[src/rtl/instr_fetch_unit.sv]
// LEGv8 instruction fetch stage.
// Holds the PC and issues one-outstanding fetch requests. Returned instructions are
// presented to decode through a stallable output register that is backed by a
// one-entry skid buffer. Later stages can redirect the stage, which flushes it.
// Optional feature: define IFU_PERF_CNT_EN to add the perf_fetched/perf_stall counters.
module instr_fetch_unit #(
  parameter int unsigned       ADDR_W   = 64,
  parameter logic [ADDR_W-1:0] RESET_PC = '0
) (
  input  logic              clk,
  input  logic              reset_n,
  output logic              imem_req,
  output logic [ADDR_W-1:0] imem_addr,
  input  logic [31:0]       imem_rdata,
  input  logic              imem_rvalid,
  input  logic              stall,
  input  logic              redirect,
  input  logic [ADDR_W-1:0] redirect_pc,
  output logic              if_valid,
  output logic [31:0]       if_instr,
  output logic [ADDR_W-1:0] if_pc,
  output logic [10:0]       if_opcode
`ifdef IFU_PERF_CNT_EN
  ,
  output logic [31:0]       perf_fetched,
  output logic [31:0]       perf_stall
`endif
);

  typedef enum logic [1:0] {StIdle, StWait, StDrop} state_e;

  state_e            state_q, state_d;
  logic [ADDR_W-1:0] pc_q, pc_d;
  logic [ADDR_W-1:0] req_pc_q, req_pc_d;   // address of the outstanding request

  logic              if_valid_q;
  logic [31:0]       if_instr_q;
  logic [ADDR_W-1:0] if_pc_q;

  logic              skid_valid_q;
  logic [31:0]       skid_instr_q;
  logic [ADDR_W-1:0] skid_pc_q;

  logic              slot_free;
  logic              req_raw;
  logic              rsp_take;

  // A new request may only go out when its response is guaranteed a home.
  assign slot_free = !skid_valid_q && (!if_valid_q || !stall);

  // Next-state, PC update and request generation.
  always_comb begin
    state_d  = state_q;
    pc_d     = pc_q;
    req_pc_d = req_pc_q;
    req_raw  = 1'b0;
    rsp_take = 1'b0;
    unique case (state_q)
      StIdle: begin
        // rvalid here is a protocol error and is ignored.
        if (!redirect && slot_free) begin
          req_raw = 1'b1;
        end
      end
      StWait: begin
        if (redirect) begin
          state_d = imem_rvalid ? StIdle : StDrop;
        end else if (imem_rvalid) begin
          rsp_take = 1'b1;
          if (slot_free) begin
            req_raw = 1'b1;
          end else begin
            state_d = StIdle;
          end
        end
      end
      StDrop: begin
        // The flushed response is discarded whenever it shows up.
        if (imem_rvalid) begin
          state_d = StIdle;
        end
      end
      default: state_d = StIdle;
    endcase
    if (req_raw) begin
      pc_d     = pc_q + ADDR_W'(4);
      req_pc_d = pc_q;
      state_d  = StWait;
    end
    if (redirect) begin
      pc_d = {redirect_pc[ADDR_W-1:2], 2'b00};
    end
  end

  // FSM, PC and outstanding-address registers.
  always_ff @(posedge clk or negedge reset_n) begin
    if (!reset_n) begin
      state_q  <= StIdle;
      pc_q     <= RESET_PC;
      req_pc_q <= '0;
    end else begin
      state_q  <= state_d;
      pc_q     <= pc_d;
      req_pc_q <= req_pc_d;
    end
  end

  // Output register and skid buffer; the skid always drains before a new response.
  always_ff @(posedge clk or negedge reset_n) begin
    if (!reset_n) begin
      if_valid_q   <= 1'b0;
      if_instr_q   <= '0;
      if_pc_q      <= '0;
      skid_valid_q <= 1'b0;
      skid_instr_q <= '0;
      skid_pc_q    <= '0;
    end else if (redirect) begin
      if_valid_q   <= 1'b0;
      skid_valid_q <= 1'b0;
    end else if (!stall) begin
      if (skid_valid_q) begin
        if_valid_q   <= 1'b1;
        if_instr_q   <= skid_instr_q;
        if_pc_q      <= skid_pc_q;
        skid_valid_q <= 1'b0;
      end else if (rsp_take) begin
        if_valid_q <= 1'b1;
        if_instr_q <= imem_rdata;
        if_pc_q    <= req_pc_q;
      end else begin
        if_valid_q <= 1'b0;
      end
    end else if (rsp_take) begin
      // Stalled: an empty output register still accepts, otherwise park in the skid.
      if (!if_valid_q) begin
        if_valid_q <= 1'b1;
        if_instr_q <= imem_rdata;
        if_pc_q    <= req_pc_q;
      end else begin
        skid_valid_q <= 1'b1;
        skid_instr_q <= imem_rdata;
        skid_pc_q    <= req_pc_q;
      end
    end
  end

  // Request is forced low while reset is asserted.
  assign imem_req  = req_raw & reset_n;
  assign imem_addr = pc_q;
  assign if_valid  = if_valid_q;
  assign if_instr  = if_instr_q;
  assign if_pc     = if_pc_q;
  assign if_opcode = if_instr_q[31:21];

`ifdef IFU_PERF_CNT_EN
  logic [31:0] perf_fetched_q;
  logic [31:0] perf_stall_q;

  // Free-running event counters; redirect does not clear them.
  always_ff @(posedge clk or negedge reset_n) begin
    if (!reset_n) begin
      perf_fetched_q <= '0;
      perf_stall_q   <= '0;
    end else begin
      if (rsp_take) begin
        perf_fetched_q <= perf_fetched_q + 32'd1;
      end
      if (if_valid_q && stall) begin
        perf_stall_q <= perf_stall_q + 32'd1;
      end
    end
  end

  assign perf_fetched = perf_fetched_q;
  assign perf_stall   = perf_stall_q;
`endif

endmodule

[config.mk]
export PLATFORM = sky130hd
export DESIGN_NAME = instr_fetch_unit
export DESIGN_NICKNAME = d
export VERILOG_FILES = /design/src/rtl/instr_fetch_unit.sv
export SDC_FILE = /design/constraint.sdc
export NUM_CORES = 1
export LEC_CHECK = 0
export ABC_AREA = 1
export CORE_ASPECT_RATIO = 1.4
export CORE_MARGIN = 5
export CORE_UTILIZATION = 48
export CTS_CLUSTER_SIZE = 30
export DETAILED_ROUTE_END_ITERATION = 10
export PLACE_DENSITY = 0.77
export RECOVER_POWER = 100
export SYNTH_ARGS = -nofsm -noshare
export SYNTH_HDL_FRONTEND = slang
export SYNTH_SLANG_ARGS = --single-unit
export TNS_END_PERCENT = 1
[constraint.sdc]
create_clock -name clk -period 1.5 [get_ports clk]
set_input_delay 0.375 -clock clk [delete_from_list [all_inputs] [get_ports clk]]
set_output_delay 0.375 -clock clk [all_outputs]
set_load 0.02 [all_outputs]
==> results of run 1 <==
worst paths after layout:
check                                     end          start
worst max-delay path                 imem_req       if_valid
worst min-delay path                 if_valid       redirect
worst max register to register    if_instr[0]     state_q[1]
worst min register to register  skid_pc_q[20]  skid_pc_q[20]
max in group asynchronous       imem_addr[42]        reset_n
min in group asynchronous        req_pc_q[22]        reset_n
flip-flops by register name (all words and copies together), names as in the netlist:
signal	count
state_q	2
if_valid	1
skid_valid_q	1
skid_pc_q	62
if_instr	32
req_pc_q	62
imem_addr	62
if_pc	62
skid_instr_q	32
synthesized netlist by cell type (5+ instances only):
cell type    n
nand2_1    381
o21bai_1     5
nand4_1     32
o21ai_0    225
nor2_2       7
buf_2       51
o21ai_1      6
buf_4       24
nand3_1     81
dfrtp_1    316
nor2_4       6
inv_1      162
clkbuf_1    32
nor3_1       7
o211ai_1     9
xnor2_1      8
nand2_2      5
a22oi_1     47
xor2_1       7
a21oi_1    132
nor2_1     238
per-layer routing:
layer / wire length, um / vias up
met5: 0 / -
met4: 1980 / 0
met3: 2760 / 113
li1: - / 6788
met1: 19400 / 6762
met2: 21900 / 489
power breakdown:
part | internal (mW) | switching (mW) | leakage (nW) | total (mW)
registers | 11.0 | 1.69 | 3.76 | 12.7
logic | 4.79 | 6.23 | 5.59 | 11.0
clock network | 4.64 | 3.36 | 0.513 | 8.00
stage by stage:
step / hold WS [ns] / area [um2]
floorplan: 0.0794 / 14900
CTS: 0.0983 / 20500
detailed placement: 0.468 / 19400
global placement: 0.460 / 19400
global route: 0.195 / 20900
finish: 0.219 / 20900
cell type report:
type / instances / area (um2) / area share
clock buffers: 44 / 885 / 0.0423
flip-flops and latches: 316 / 7960 / 0.381
repair buffers: 501 / 4730 / 0.226
inverters: 165 / 624 / 0.0299
clock inverters: 14 / 165 / 0.00790
multi-input cells: 1222 / 6060 / 0.290
well taps: 390 / 488 / 0.0233
tightest hold or removal path, delay by kind of cell:
| kind | cells | cell delay (ns) |
|---|---|---|
| AOI/OAI and AO/OA | 1 | 0.06 |
| buffers and inverters | 2 | 0.32 |
logic make-up after synthesis:
logic type | after synthesis | share of synthesized area
buffers and inverters | 273 | 0.0795
AND/OR/NAND/NOR | 768 | 0.217
adder cells (fa/ha/maj) | 1 | 0.000844
flip-flops | 316 | 0.534
other | 1 | 0.000253
AO/OA/AOI/OAI | 434 | 0.160
XOR/XNOR | 15 | 0.00887
repair_timing:
item                       CTS  global route
setup endpoints to repair  475           462
pin swaps                    6            18
buffers inserted             5             5
resized for setup          907           144
==> results.json, run 1 <==
{
  "grt_pass1_wl_um": 72300,
  "ant_nets": 0,
  "synth_area_leaders": "dfrtp_1 53%, nand2_1 9.7%, o21ai_0 7.6%",
  "grt_pass1_vias": 14120,
  "die-area_um2": 34500,
  "path_cells": "nand2_2 -> nand2_2 -> nor2_4 -> nand2_4 -> nor2_4 -> buf_6",
  "start_util": 0.484,
  "grt.met1_usage": 0.357,
  "maxCapViolCount": 0,
  "power_density_nw_per_um2": 1520,
  "via_per_inst": 5.34,
  "ys_ff_latch": 316,
  "num_vias": 14152,
  "worstMarginPinSlew_ns": 1.34,
  "rsz0062_at_grt": "yes",
  "grt-busiest-layer": "met2",
  "cts_root_buf": "clkbuf_16",
  "dp_hpwl_um": 32500,
  "drive_above_1_share": 0.263,
  "min_path_type": "in2reg",
  "grt_max_degree": 172,
  "dp_cells": 2584,
  "drtIter0Drc": 1249,
  "final_net_count": 2339,
  "status": "complete, but fails checks",
  "syn_area_um2": 14800,
  "min_path_cells": 3,
  "leakagePower_nw": 9.86,
  "crit_family": "simple AND/OR/NAND/NOR gates",
  "clkLatencyLatePin_ns": 0.57,
  "grt_use_met2": 0.420,
  "rrSetupSlack_ns": -0.36,
  "core_um2": 30600,
  "syn-mean-instance-area_um2": 8.20,
  "antenna_cells": 0,
  "final_util": 0.683,
  "setup_tns_ns": -54.13,
  "cts.clk_slew.worst_paths_ns": 0.06,
  "clock_sinks": 316,
  "wl_um": 46100,
  "path_buf_inv": 1,
  "crit_fanout": 2,
  "yosysTopAreaCellShare": 0.534,
  "wl_per_cell_um": 17.4,
  "synthCells": 1808,
  "path_depth": 6,
  "hold_viol": 0,
  "max_freq_mhz": 518,
  "instances_no_fill": 2652,
  "globalRouteOverflowTotal": 0,
  "cts_tree": "done",
  "gp_congestion": 0.948,
  "met3_usage": 0.0306,
  "cts_buffer_depth": 3,
  "place_ws_ns": -0.957,
  "slowest_delay_ns": 0.40,
  "violations": "negative setup slack",
  "slowest_stage": "dfrtp_2",
  "cts-htree-levels": 1,
  "drc_errors": 0,
  "numCtsBuffers": 31,
  "synth_top_cell_by_area": "dfrtp_1",
  "arrival_ns": 1.56,
  "fin_skew_ns": 0.00973,
  "worstRegToRegCells": 8,
  "pin_count": 274,
  "post-route-period-util": 1.29,
  "setup_slack_ns": -0.432,
  "ctsHoldBuffers": 0,
  "antenna_found_initial": 0,
  "die_w_um": 158,
  "setup_viol_count_final": 327,
  "crit_required_ns": 1.12,
  "cp-start-kind": "flop",
  "synth_ff_type": "dfrtp_1",
  "dr.pass1.iters": 6,
  "layout_commonest_cell": "nand2_1",
  "num_rows": 76,
  "track_usage": 0.261,
  "period_needed_ns": 1.93,
  "synth_edf_count": 0,
  "final_max_slew_viol_count": 0,
  "synth_warnings": 0,
  "die_h_um": 218,
  "power_mw": 31.8,
  "synth_cell_types": 38,
  "final_cell_mix": "358 x nand2_1, 276 x dfrtp_1, 210 x nor2_1",
  "ir_drop_mv": 0.887,
  "syn_to_final_growth_pct": 41.1,
  "async_flop_share": 1.00,
  "cp-end-kind": "output port",
  "worstSetupPathType": "reg2out",
  "slew_headroom": 0.105,
  "fillers": 2450,
  "seq_area_frac_synth": 0.534,
  "io_buffers": 267
}
Note: power is estimated with default switching activity, not from simulation.
==> run 2, diff against run 1 <==
- HOLD_SLACK_MARGIN: not set -> 0.08
==> results of run 2 <==
Final layout, timing and power as in run 1 (identical DEF).
